File: src/rtl/bram_ctrl_pkg.sv
// Shared types and constants for the UART-to-BRAM command sequencer.
package bram_ctrl_pkg;

  localparam int ADDR_W = 4;
  localparam int DATA_W = 8;

  localparam logic [ADDR_W-1:0] ADDR_LAST = 4'hF;

  // Opcode field lives in the top two bits of a command byte.
  localparam logic [1:0] OP_WRITE = 2'b01;
  localparam logic [1:0] OP_READ  = 2'b10;
  localparam logic [1:0] OP_DUMP  = 2'b11;

  typedef enum logic [2:0] {
    IDLE,
    WR_DATA,
    RD_ISSUE,
    RD_WAIT,
    TX_WAIT,
    TX_SEND
  } state_e;

  function automatic logic [1:0] opcode_of(input logic [DATA_W-1:0] b);
    return b[7:6];
  endfunction

endpackage

File: src/rtl/bram_uart_ctrl_if.sv
// Single-port block RAM bus shared by the command path and the LED scan.
interface bram_uart_ctrl_if;
  import bram_ctrl_pkg::*;

  logic              bram_ce;
  logic              bram_oce;
  logic              bram_reset;
  logic              bram_wre;
  logic [ADDR_W-1:0] bram_ad;
  logic [DATA_W-1:0] bram_din;
  logic [DATA_W-1:0] bram_dout;

  // Controller side drives the port, memory side returns read data.
  modport master (
    output bram_ce, bram_oce, bram_reset, bram_wre, bram_ad, bram_din,
    input  bram_dout
  );

  modport slave (
    input  bram_ce, bram_oce, bram_reset, bram_wre, bram_ad, bram_din,
    output bram_dout
  );

endinterface

File: src/rtl/bram_scan_req.sv
// Periodic LED scan requester: raises a read request every SCAN_INTERVAL
// cycles and walks the scan address once each requested word comes back.
module bram_scan_req
  import bram_ctrl_pkg::*;
#(
  parameter int SCAN_INTERVAL = 13500000
) (
  input  logic              clk,
  input  logic              rst,
  input  logic              grant_i,   // scan read placed on the bus next cycle
  input  logic              done_i,    // scan read data returned this cycle
  output logic              req_o,
  output logic [ADDR_W-1:0] addr_o
);

  localparam logic [23:0] CNT_LAST = 24'(SCAN_INTERVAL - 1);

  logic [23:0]       cnt_q;
  logic              pending_q;
  logic              busy_q;     // a granted scan read is still in the tag pipe
  logic [ADDR_W-1:0] addr_q;

  // Interval counter, pending flag, in-flight flag and scan address.
  // NOTE: sequential state uses non-blocking assignments so every register
  // samples the pre-edge values of the others, independent of statement order.
  always_ff @(posedge clk) begin
    if (rst) begin
      cnt_q     <= '0;
      pending_q <= 1'b0;
      busy_q    <= 1'b0;
      addr_q    <= '0;
    end else begin
      if (cnt_q == CNT_LAST) cnt_q <= '0;
      else                   cnt_q <= cnt_q + 24'd1;

      // A fresh interval tick wins over the completion of an older scan.
      if (cnt_q == CNT_LAST) pending_q <= 1'b1;
      else if (done_i)       pending_q <= 1'b0;

      if (grant_i)     busy_q <= 1'b1;
      else if (done_i) busy_q <= 1'b0;

      if (done_i) addr_q <= addr_q + 4'd1;
    end
  end

  assign req_o  = pending_q & ~busy_q;
  assign addr_o = addr_q;

endmodule

File: src/rtl/bram_uart_ctrl.sv
// Command sequencer and BRAM port arbiter: decodes UART command bytes into
// BRAM writes, single reads and 16-byte dumps, returns read data to the UART
// transmitter and interleaves periodic LED scan reads on idle bus cycles.
module bram_uart_ctrl
  import bram_ctrl_pkg::*;
#(
  parameter int READ_LATENCY  = 2,
  parameter int SCAN_INTERVAL = 13500000
) (
  input  logic              clk,
  input  logic              rst,
  input  logic [DATA_W-1:0] rx_data_i,
  input  logic              rx_valid_i,
  input  logic              tx_busy_i,
  output logic [DATA_W-1:0] tx_data_o,
  output logic              tx_send_n_o,
  bram_uart_ctrl_if.master  bram_io,
  output logic [5:0]        led_data_o,
  output logic              overrun_o
);

  // FSM and transmit side
  state_e            state_q;
  logic [ADDR_W-1:0] addr_q;
  logic              dump_q;
  logic [DATA_W-1:0] rd_q;
  logic [DATA_W-1:0] tx_data_q;
  logic              tx_send_n_q;
  logic              overrun_q;

  // Registered BRAM port
  logic              ce_q, oce_q, breset_q, wre_q;
  logic [ADDR_W-1:0] ad_q;
  logic [DATA_W-1:0] din_q;
  logic              rd_cur_q;    // the bus carries a read this cycle
  logic              rd_scan_q;   // ... and it belongs to the scan

  // Read tag pipe: one stage per cycle of BRAM read latency
  logic [READ_LATENCY-1:0] tag_v_q;
  logic [READ_LATENCY-1:0] tag_s_q;

  logic [5:0]        led_q;

  // Next-cycle command access and arbitration
  logic              cmd_wr_d;
  logic              cmd_rd_d;
  logic [ADDR_W-1:0] cmd_ad_d;
  logic              scan_req;
  logic [ADDR_W-1:0] scan_addr;
  logic              scan_grant;
  logic              scan_done;
  logic              cmd_done;

  // Decide which command access, if any, occupies the bus next cycle.
  // NOTE: every always_comb output gets a default first so no path can
  // leave it unassigned and infer a latch.
  always_comb begin
    cmd_wr_d = 1'b0;
    cmd_rd_d = 1'b0;
    cmd_ad_d = addr_q;
    case (state_q)
      IDLE: begin
        if (rx_valid_i && rx_data_i[7]) begin
          cmd_rd_d = 1'b1;
          cmd_ad_d = (opcode_of(rx_data_i) == OP_DUMP) ? '0 : rx_data_i[3:0];
        end
      end
      WR_DATA: begin
        if (rx_valid_i) cmd_wr_d = 1'b1;
      end
      TX_SEND: begin
        if (dump_q && addr_q != ADDR_LAST) begin
          cmd_rd_d = 1'b1;
          cmd_ad_d = addr_q + 4'd1;
        end
      end
      default: ;
    endcase
  end

  // The command path always wins; the scan takes any cycle left free.
  assign scan_grant = scan_req & ~(cmd_wr_d | cmd_rd_d);
  assign scan_done  = tag_v_q[READ_LATENCY-1] &  tag_s_q[READ_LATENCY-1];
  assign cmd_done   = tag_v_q[READ_LATENCY-1] & ~tag_s_q[READ_LATENCY-1];

  bram_scan_req #(
    .SCAN_INTERVAL (SCAN_INTERVAL)
  ) u_scan (
    .clk     (clk),
    .rst     (rst),
    .grant_i (scan_grant),
    .done_i  (scan_done),
    .req_o   (scan_req),
    .addr_o  (scan_addr)
  );

  // Registered BRAM port: enables after reset, then command or scan access.
  always_ff @(posedge clk) begin
    if (rst) begin
      ce_q      <= 1'b0;
      oce_q     <= 1'b0;
      breset_q  <= 1'b1;
      wre_q     <= 1'b0;
      ad_q      <= '0;
      din_q     <= '0;
      rd_cur_q  <= 1'b0;
      rd_scan_q <= 1'b0;
    end else begin
      ce_q      <= 1'b1;
      oce_q     <= 1'b1;
      breset_q  <= 1'b0;
      wre_q     <= cmd_wr_d;
      rd_cur_q  <= cmd_rd_d | scan_grant;
      rd_scan_q <= scan_grant;
      if (cmd_wr_d || cmd_rd_d) ad_q <= cmd_ad_d;
      else if (scan_grant)      ad_q <= scan_addr;
      if (cmd_wr_d) din_q <= rx_data_i;
    end
  end

  // Tag pipe tracking the owner of each read until its data appears.
  // NOTE: the tag pipe is control state and is cleared on reset, unlike the
  // BRAM contents, so no stale read can be routed after a reset.
  always_ff @(posedge clk) begin
    if (rst) begin
      tag_v_q <= '0;
      tag_s_q <= '0;
    end else begin
      tag_v_q[0] <= rd_cur_q;
      tag_s_q[0] <= rd_scan_q;
      for (int i = 1; i < READ_LATENCY; i++) begin
        tag_v_q[i] <= tag_v_q[i-1];
        tag_s_q[i] <= tag_s_q[i-1];
      end
    end
  end

  // LED register loads the low bits of each returned scan word.
  always_ff @(posedge clk) begin
    if (rst)            led_q <= '0;
    else if (scan_done) led_q <= bram_io.bram_dout[5:0];
  end

  // Command FSM with registered transmit outputs and sticky overrun.
  always_ff @(posedge clk) begin
    if (rst) begin
      state_q     <= IDLE;
      addr_q      <= '0;
      dump_q      <= 1'b0;
      rd_q        <= '0;
      tx_data_q   <= '0;
      tx_send_n_q <= 1'b1;
      overrun_q   <= 1'b0;
    end else begin
      tx_send_n_q <= 1'b1;
      if (rx_valid_i && (state_q inside {RD_ISSUE, RD_WAIT, TX_WAIT, TX_SEND}))
        overrun_q <= 1'b1;

      case (state_q)
        IDLE: begin
          if (rx_valid_i) begin
            case (opcode_of(rx_data_i))
              OP_WRITE: begin
                addr_q  <= rx_data_i[3:0];
                state_q <= WR_DATA;
              end
              OP_READ: begin
                addr_q  <= rx_data_i[3:0];
                dump_q  <= 1'b0;
                state_q <= RD_ISSUE;
              end
              OP_DUMP: begin
                addr_q  <= '0;
                dump_q  <= 1'b1;
                state_q <= RD_ISSUE;
              end
              default: ;
            endcase
          end
        end
        WR_DATA: begin
          if (rx_valid_i) state_q <= IDLE;
        end
        RD_ISSUE: state_q <= RD_WAIT;
        RD_WAIT: begin
          if (cmd_done) begin
            rd_q <= bram_io.bram_dout;
            // Keep the byte on tx_data stable while the previous one is
            // still being shifted out; it is loaded in TX_WAIT instead.
            if (!tx_busy_i) tx_data_q <= bram_io.bram_dout;
            state_q <= TX_WAIT;
          end
        end
        TX_WAIT: begin
          if (!tx_busy_i) begin
            tx_data_q <= rd_q;
            state_q   <= TX_SEND;
          end
        end
        TX_SEND: begin
          tx_send_n_q <= 1'b0;
          if (dump_q && addr_q != ADDR_LAST) begin
            addr_q  <= addr_q + 4'd1;
            state_q <= RD_ISSUE;
          end else begin
            state_q <= IDLE;
          end
        end
        default: state_q <= IDLE;
      endcase
    end
  end

  assign bram_io.bram_ce    = ce_q;
  assign bram_io.bram_oce   = oce_q;
  assign bram_io.bram_reset = breset_q;
  assign bram_io.bram_wre   = wre_q;
  assign bram_io.bram_ad    = ad_q;
  assign bram_io.bram_din   = din_q;

  assign tx_data_o   = tx_data_q;
  assign tx_send_n_o = tx_send_n_q;
  assign led_data_o  = led_q;
  assign overrun_o   = overrun_q;

endmodule

File: src/flat_wrapper.sv
// flat-port wrapper written by rule: the top's interface ports become plain ports
module bram_uart_ctrl_flat import bram_ctrl_pkg::*;
#(
  parameter int READ_LATENCY  = 2,
  parameter int SCAN_INTERVAL = 13500000
)
  (clk, rst, rx_data_i, rx_valid_i, tx_busy_i, tx_data_o, tx_send_n_o, led_data_o, overrun_o, bram_io_bram_ce, bram_io_bram_oce, bram_io_bram_reset, bram_io_bram_wre, bram_io_bram_ad, bram_io_bram_din, bram_io_bram_dout);
  bram_uart_ctrl_if bram_io_i ();
  input  logic clk;
  input  logic rst;
  input  logic [DATA_W-1:0] rx_data_i;
  input  logic rx_valid_i;
  input  logic tx_busy_i;
  output logic [DATA_W-1:0] tx_data_o;
  output logic tx_send_n_o;
  output logic [5:0] led_data_o;
  output logic overrun_o;
  output wire logic [$bits(bram_io_i.bram_ce)-1:0] bram_io_bram_ce;
  output wire logic [$bits(bram_io_i.bram_oce)-1:0] bram_io_bram_oce;
  output wire logic [$bits(bram_io_i.bram_reset)-1:0] bram_io_bram_reset;
  output wire logic [$bits(bram_io_i.bram_wre)-1:0] bram_io_bram_wre;
  output wire logic [$bits(bram_io_i.bram_ad)-1:0] bram_io_bram_ad;
  output wire logic [$bits(bram_io_i.bram_din)-1:0] bram_io_bram_din;
  input wire logic [$bits(bram_io_i.bram_dout)-1:0] bram_io_bram_dout;
  assign bram_io_bram_ce = bram_io_i.bram_ce;
  assign bram_io_bram_oce = bram_io_i.bram_oce;
  assign bram_io_bram_reset = bram_io_i.bram_reset;
  assign bram_io_bram_wre = bram_io_i.bram_wre;
  assign bram_io_bram_ad = bram_io_i.bram_ad;
  assign bram_io_bram_din = bram_io_i.bram_din;
  assign bram_io_i.bram_dout = bram_io_bram_dout;
  bram_uart_ctrl #(.READ_LATENCY(READ_LATENCY), .SCAN_INTERVAL(SCAN_INTERVAL)) u_core (.clk(clk), .rst(rst), .rx_data_i(rx_data_i), .rx_valid_i(rx_valid_i), .tx_busy_i(tx_busy_i), .tx_data_o(tx_data_o), .tx_send_n_o(tx_send_n_o), .bram_io(bram_io_i), .led_data_o(led_data_o), .overrun_o(overrun_o));
endmodule
File: config.mk
export PLATFORM = sky130hd
export DESIGN_NAME = bram_uart_ctrl_flat
export DESIGN_NICKNAME = d
export VERILOG_FILES = /design/src/rtl/bram_ctrl_pkg.sv /design/src/rtl/bram_uart_ctrl_if.sv /design/src/rtl/bram_scan_req.sv /design/src/rtl/bram_uart_ctrl.sv /design/src/flat_wrapper.sv
export SDC_FILE = /design/constraint.sdc
export NUM_CORES = 1
export LEC_CHECK = 0
export CELL_PAD_IN_SITES_DETAIL_PLACEMENT = 1
export CELL_PAD_IN_SITES_GLOBAL_PLACEMENT = 1
export CORE_MARGIN = 2
export CORE_UTILIZATION = 47
export CTS_CLUSTER_DIAMETER = 40
export CTS_CLUSTER_SIZE = 10
export DETAILED_ROUTE_END_ITERATION = 10
export DONT_BUFFER_PORTS = 1
export PLACE_DENSITY_LB_ADDON = 0.1
export SYNTH_ARGS = -nofsm -noshare
export SYNTH_HDL_FRONTEND = slang
export SYNTH_SLANG_ARGS = --single-unit
File: constraint.sdc
create_clock -name clk -period 2.5 [get_ports clk]
set_input_delay 0.25 -clock clk [delete_from_list [all_inputs] [get_ports clk]]
set_output_delay 0.25 -clock clk [all_outputs]
set_load 0.02 [all_outputs]
**Word-level counts from Yosys, hierarchy flattened**

Cells that the tools add are included.
W data, S select, Z words.

- Register bits: 83
- Input port bits: 20
- Output and inout port bits: 32
- Word-level logic and storage cells: 102

- Add/sub/neg operators: 3
- Equality and inequality tests: 17
- Multiplexer cells: 32
- Bitwise operators: 9
- Reductions and logical operators: 20

Operator list:

| operator | count |
|---|---|
| $add A24 B1 Y24 const B | 1 |
| $eq A24 B24 Y1 const B | 1 |
| $mux W4 | 6 |
| $mux W8 | 3 |
| $pmux W4 S2 | 3 |
| $pmux W3 S6 | 1 |
| $pmux W8 S2 | 1 |
| $mux W3 | 4 |
| $reduce_bool A2 Y1 | 6 |
| $mux W1 | 10 |
| $add A4 B1 Y4 const B | 2 |
| $ne A2 B2 Y1 const B | 4 |
| $eq A3 B2 Y1 const B | 2 |
| $eq A3 B3 Y1 const B | 2 |
| $pmux W3 S2 | 1 |
| $reduce_and A3 Y1 | 2 |
| $reduce_or A2 Y1 | 3 |
| $reduce_and A5 Y1 | 1 |
| $and A1 B1 Y1 | 4 |
| $eq A2 B2 Y1 const B | 2 |
| $ne A4 B4 Y1 const B | 1 |
| $pmux W1 S2 | 2 |
| $reduce_and A4 Y1 | 1 |
| $reduce_bool A4 Y1 | 1 |
| 12 further kinds | 17 |

**Logic depth before layout (Yosys ltp)**

- Depth in word-level cells: 9
- Gate-level depth with buffers: 8
- Gate-level depth less buffers: 6

**By module**

From an unflattened synthesis, not the netlist that was laid out.

- Cell total of the unflattened synthesis: 414
- Area total of the unflattened synthesis: 3706.1 µm²

By module, submodules not included:

| module | times used | cells each | area an instance (µm²) | seq. area each (µm²) |
|---|---|---|---|---|
| bram_uart_ctrl | 1 | 261 | 2357.3 | 1061.0 |
| bram_scan_req | 1 | 153 | 1348.8 | 600.6 |

**Least setup slack after synthesis**

Ideal clock, no wire load.

- Path type: register to register
- From: register u_core.u_scan.cnt_q[17]
- To: register u_core.u_scan.cnt_q[17]
- Library setup time: 0.115 ns
- Data arrival time: 1.735 ns
- Required time: 2.385 ns
- Slack: 0.650 ns
- Cell stages (with the launch flop): 8
- Buffers on the path: 2
- Period minus slack after synthesis: 1.850 ns
- Cell sequence: dfxtp_1 or4b_1 or3_1 nor4_2 or2_1 buf_6 buf_6 nor2_1

- Word-level cells in the longest chain between the ends: 2
- Elaborated cells on any way between the ends: 3
- Classes of those cells: 1 x add/sub; 1 x eq/ne; 1 x reduce/logical

RTL lines:

| item | line | RTL |
|---|---|---|
| from (decl) | bram_scan_req.sv:18 | `logic [23:0] cnt_q;` |
| from (signal assigned) | bram_scan_req.sv:34 | `else cnt_q <= cnt_q + 24'd1;` |
| branches (longest 2 deep; another with $add A24 B1 Y24) | -- |  |

Several ways; the timed one is not identified.
A chain may end at the register's enable or synchronous reset.

**Final worst setup path**

- From: register u_core.state_q[2]
- To: register u_core.ad_q[1], in the netlist u_core.bram_io.bram_ad[1]

- Word-level cells in the longest chain between the ends: 6
- Elaborated cells on any way between the ends: 12
- Classes of those cells: 2 x eq/ne; 4 x mux; 3 x bitwise; 3 x reduce/logical

RTL lines:

| item | line | RTL |
|---|---|---|
| from (decl) | bram_uart_ctrl.sv:23 | `state_e state_q;` |
| from (signal assigned) | bram_uart_ctrl.sv:147 | `state_q <= IDLE;` |
| from (signal assigned) | bram_uart_ctrl.sv:165 | `state_q <= WR_DATA;` |
| from (signal assigned) | bram_uart_ctrl.sv:170 | `state_q <= RD_ISSUE;` |
| $eq A3 B3 Y1, or another cell as far along | bram_uart_ctrl.sv:61 | `case (state_q)` |
| $pmux W1 S2 / $mux W1 (equally long branches) | bram_uart_ctrl.sv:61 |  |
| $or A1 B1 Y1 | bram_uart_ctrl.sv:82 | `assign scan_grant = scan_req & ~(cmd_wr_d \| cmd_rd_d);` |
| $not A1 Y1 | bram_uart_ctrl.sv:82 |  |
| $and A1 B1 Y1 | bram_uart_ctrl.sv:82 |  |
| $reduce_bool A2 Y1 (no source line) | -- |  |
| to (signal assigned) | bram_uart_ctrl.sv:115 | `if (cmd_wr_d \|\| cmd_rd_d) ad_q <= cmd_ad_d;` |
| to (signal assigned) | bram_uart_ctrl.sv:116 | `else if (scan_grant) ad_q <= scan_addr;` |
| to (decl) | bram_uart_ctrl.sv:33 | `logic [ADDR_W-1:0] ad_q;` |

Parallel ways exist; a longest one is shown, timed or not.

==> flow_summary.ini <==
[run_status]
outcome = finished, final reports clean

[worst_setup_path]
start_kind = flop
end_kind = flop
path_max_fanout = 15
crit_chain = and3b_1, nand3_1, nand3_1, a211oi_1, a211oi_1
path_delay_family = simple AND/OR/NAND/NOR gates
slowest_stage = dfxtp_1
slowest_delay_ns = 0.65
crit_type = flop to flop
cp_num_buf_inv = 0
cp.required_ns = 2.78
arrival_ns = 2.37

[sta]
holdWs_ns = 0.0175
rsz0062_at_grt = no
max_freq_ghz = 0.477
final.setup.tns_ns = 0
finalCritPeriodShare_pct = 83.9
worst_slew_pin_slew_ns = 0.735
finalHoldViolCount = 0
fin_skew_ns = 0.00857
fin_ws_ns = 0.404
slew_viol_final = 0
final.min_clock_period_ns = 2.10
max_slew_margin_pct = 50.9
finalSetupViolCount = 0

[global_routing]
grt_pass1_vias = 2982
grt_max_degree = 57
gr-total-overflow = 0
grtUsageTotal_pct = 21.7
antenna_found_initial = 0
grt_pass1_wl_mm = 14.7

[cells_and_area]
fillCellCount = 931
final_common_cell = dfxtp_1
antenna_cells = 0
mostFrequentLayoutCells = 83 x dfxtp_1, 64 x nor2_1, 59 x nand2_1
finish.utilization_pct = 51.7
drive_above_1_share_pct = 6.98
final_nets = 451
postLayoutCellArea_um2 = 3950
area_growth_pct = 7.67

[cts]
numCtsBuffers = 9
cts_tree = built
cts_setup_buffers = 0
hold_buffers = 2
cts_resized = 0
cts_buffer_depth = 2
insertion_delay_ns = 0.36
root_buffer = clkbuf_8
cts.sinks = 83
clk_pin_slew_ns = 0.09
htreeDepth = 3

[logic_synthesis]
synthesis.area_um2 = 3670
ys_async_sr_fraction_pct = 0
ys_ff_latch = 83
ys_warn_count = 0
synth_cells = 430
netlist_top_cells_area = dfxtp_1 45%, nor2_1 6.5%, nand2_1 6.0%
syn-num-nets = 456
synth-edff-count = 0
yosysUniqueCellTypes = 51
synth_flop_cell = dfxtp_1
synth_top_area_cell = dfxtp_1
avgSynthCellArea_um2 = 8.54
ys_seq_area_share_pct = 45.2
synth_top_area_share_pct = 45.2

[placement]
pre_cts_slack_ns = 0.409
port_buffers = 0
dp_hpwl_mm = 5.90
placed_area_um2 = 3730
place_congestion = 0.772

[floorplanning]
core_um2 = 7650
fp-row-count = 32
die_area_um2 = 8540
pin_count = 52
initial_core_util_pct = 48.0
dieWidth_um = 92.4
die-height_um = 92.4

[pwr]
p_per_area_nw_per_um2 = 631
pwr-share-clk_pct = 36.1
p_seq_share_pct = 56.6
p_sw_share_pct = 27.6
p_switching_w = 0.000689
pwr-share-comb_pct = 7.4
intPower_w = 0.00180
power_leakage_nw = 1.34
peakVddDrop_v = 0.000327

[detailed_routing]
drc = 0
wl_mm = 8.75
viasPerCell = 5.53
ant_nets = 0
dr.pass1.iters = 4
vias = 2940
drtIter0Drc = 74
wl_per_cell_um = 16.4

[worst_hold_path]
worstHoldPathType = input pin to flop

[run]
maxCapViolCount = 0
==> worst register-to-register path: cells and delay by family, from the launching register on <==
family | cells | cell delay, ns
compound gates | 2 | 0.33
flops | 1 | 0.65
simple gates | 3 | 1.04
==> flip-flops by register name (all words and copies together), names as in the netlist, 2 cells and up <==
| signal | count |
|---|---|
| u_core.bram_io.bram_din | 8 |
| u_core.u_scan.cnt_q | 24 |
| u_core.tx_data_o | 8 |
| u_core.led_data_o | 6 |
| u_core.addr_q | 4 |
| u_core.state_q | 3 |
| u_core.tag_s_q | 2 |
| u_core.bram_io.bram_ad | 4 |
| u_core.rd_q | 8 |
| u_core.tag_v_q | 2 |
| u_core.u_scan.addr_o | 4 |
==> Yosys cell counts, types with 9 or more instances <==
| cell type | n |
|---|---|
| a211oi_1 | 16 |
| a21oi_1 | 28 |
| clkbuf_1 | 15 |
| dfxtp_1 | 83 |
| inv_1 | 9 |
| mux2i_1 | 17 |
| nand2_1 | 59 |
| nand3_1 | 13 |
| nand4_1 | 11 |
| nor2_1 | 64 |
| nor2b_1 | 13 |
| xnor2_1 | 11 |
| xor2_1 | 15 |
==> stage by stage <==
stage	total power (W)	cells
floorplan	0.00158	430
global placement	0.00160	513
detailed placement	0.00160	513
CTS	0.00252	531
global route	0.00260	532
finish	0.00249	532
==> layout make-up <==
class	count	area (µm²)	share of cell area, %
Sequential cell	83	1660	42.0
Inverter	9	33.8	0.854
Tap cell	102	128	3.23
Multi-Input combinational cell	311	1850	46.7
Clock inverter	6	48.8	1.23
Clock buffer	10	128	3.23
Timing Repair Buffer	11	108	2.72
==> power groups by stage <==
| stage | clock network [W] | logic, W | registers [W] |
|---|---|---|---|
| floorplan | 0 | 0.000158 | 0.00142 |
| global placement | 0 | 0.000158 | 0.00144 |
| detailed placement | 0 | 0.000161 | 0.00144 |
| CTS | 0.000926 | 0.000183 | 0.00141 |
| global route | 0.000979 | 0.000208 | 0.00142 |
| finish | 0.000899 | 0.000183 | 0.00141 |
==> final timing paths <==
kind	start	to	slack, ns	cells past startpoint
setup / recovery	u_core.state_q[2]	u_core.bram_io.bram_ad[1]	0.40	5
hold / removal	rx_data_i[1]	u_core.bram_io.bram_din[1]	0.02	2
setup reg to reg	u_core.state_q[2]	u_core.bram_io.bram_ad[1]	0.40	5
hold reg to reg	u_core.tag_v_q[0]	u_core.tag_v_q[1]	0.44	1
==> per-layer routing <==
metal  vias to the layer above  GRT usage [%]  routed length, µm
met5                         -              0                  0
met4                         0           5.97                 64
met3                         6           5.53                383
met2                        39           34.5               4130
met1                      1424           29.2               4170
li1                       1471              -                  -
==> logic make-up (layout without fill, tap and decap cells) <==
kind of cell / count (synthesis) / count (layout) / synth area share [%]
DFF: 83 / 83 / 45.2
adders and majority gates: 6 / 6 / 2.04
xor gates and xnor gates: 26 / 26 / 6.20
buffers and inverters: 36 / 36 / 4.60
muxes: 18 / 18 / 4.94
and+or+nand+nor: 191 / 191 / 24.7
AOI/OAI and AO/OA: 70 / 70 / 12.3
No activity file was read; power rests on OpenSTA's default activity.
==> RTL edit, RTL diff (same settings) <==
`READ_LATENCY` is set to 2 in 2 places; all go to 1.
--- a/src/rtl/bram_uart_ctrl.sv
+++ b/src/rtl/bram_uart_ctrl.sv
@@ -4,7 +4,7 @@
 module bram_uart_ctrl
   import bram_ctrl_pkg::*;
 #(
-  parameter int READ_LATENCY  = 2,
+  parameter int READ_LATENCY  = 1,
   parameter int SCAN_INTERVAL = 13500000
 ) (
   input  logic              clk,
--- a/src/flat_wrapper.sv
+++ b/src/flat_wrapper.sv
@@ -1,7 +1,7 @@
 // flat-port wrapper written by rule: the top's interface ports become plain ports
 module bram_uart_ctrl_flat import bram_ctrl_pkg::*;
 #(
-  parameter int READ_LATENCY  = 2,
+  parameter int READ_LATENCY  = 1,
   parameter int SCAN_INTERVAL = 13500000
 )
   (clk, rst, rx_data_i, rx_valid_i, tx_busy_i, tx_data_o, tx_send_n_o, led_data_o, overrun_o, bram_io_bram_ce, bram_io_bram_oce, bram_io_bram_reset, bram_io_bram_wre, bram_io_bram_ad, bram_io_bram_din, bram_io_bram_dout);
Formal check against the unedited RTL: not equivalent (a bounded check fails within 4 cycles, from zero or initial values and one cycle with rst high).
==> RTL edit against the unedited design <==
Area after synthesis rose by 0.24%. Core utilization fell by 0.59 points. Sequential cell count down 2. Cell area fell by 1.1%. Routed wire length increased by 1.2%. Global-route usage increased by 0.35 points. Critical path type unchanged. Power rose by 2.6%. Clock power up 11%. Worst setup slack better by 0.046 ns.
==> RTL edit: results (changes against the unedited design) <==
top cells by area, synth dfxtp_1, a21oi_1, nand2_1; detailed-route via count 3,020 (+2.7%); clk sink count 81 (-2.4%); first-pass GRT wire length 15,100 um (+2.4%); GRT Util Overall 0.220 (+0.00349); Worst EP arrival 2.31 ns (-0.06 ns); Comb power frac 0.068 (-0.006); Signal buf overhead 0.00704 (-0.0202); HP Start bram_io_bram_dout[4]; GPL Wtd Cong 0.788 (+2.1%); number of global-route vias before repair 3,079 (+3.3%); P_int 0.00187 W (+3.5%); worst hold endpoint u_core.rd_q[4]; fraction of synthesized area in multiplexers 0.0279 (-0.0215); Total Wirelength 8850 um (+1.2%); FILL cells 900 (-3.3%); Final min period 2.05 ns (-0.0462 ns); fraction of layout cells with a size suffix above 1 0.0788 (+0.00899); register area share after synthesis 0.441 (-0.0120); sequential standard cell area 1620 um^2 (-2.4%); ClkCell Share 0.0519 (+0.00724); Leak 1.31 nW (-1.8%); largest fanout on the critical path 14 (-1); synth cell count leaders dfxtp_1, nand2_1, a21oi_1; DRT iter0 DRCs 138 (+86%); relative max-transition margin 0.568 (+0.0590); Hold WS 0.0176 ns (+0.000158 ns); Post-Synth Adder-Cell Area 0.0204 (-0.0000486); status complete, no violations; pre-CTS setup slack 0.493 ns (+0.0840 ns); post-synthesis compound-gate area fraction 0.190 (+0.0670); Layout area overhead 6.19%; cts hold-fix bufs 1 (-1); reg2reg setup slack 0.45 ns (+0.05 ns); comb_multi_in 309 (-0.64%); FF-to-FF End u_core.bram_io.bram_ad[0]; VDD IR max 0.336 mV (+2.7%)
-- RTL edit: worst max-delay path: cells and delay by family (launching register included) --
kind | cells | cell delay (ns)
flip-flops | 1 | 0.59
AO/OA/AOI/OAI | 2 | 0.48
AND/OR/NAND/NOR | 2 | 0.88
-- RTL edit: worst max-delay path by stage --
stage | startpoint | to | depth (start not counted)
2_1_floorplan | u_core.u_scan.cnt_q[0] | u_core.u_scan.cnt_q[20] | 7
6_report | u_core.state_q[2] | u_core.bram_io.bram_ad[0] | 4
3_3_place_gp | u_core.state_q[2] | u_core.bram_io.bram_ad[2] | 4
5_1_grt | u_core.state_q[2] | u_core.bram_io.bram_ad[2] | 4
4_1_cts | u_core.state_q[2] | u_core.bram_io.bram_ad[0] | 4
3_5_place_dp | u_core.state_q[2] | u_core.bram_io.bram_ad[0] | 4
-- RTL edit: per-layer routing --
metal / global-route usage / wire (um)
met1: 0.279 / 4060
met3: 0.0504 / 316
met4: 0.0709 / 166
met5: 0 / 0
met2: 0.371 / 4310
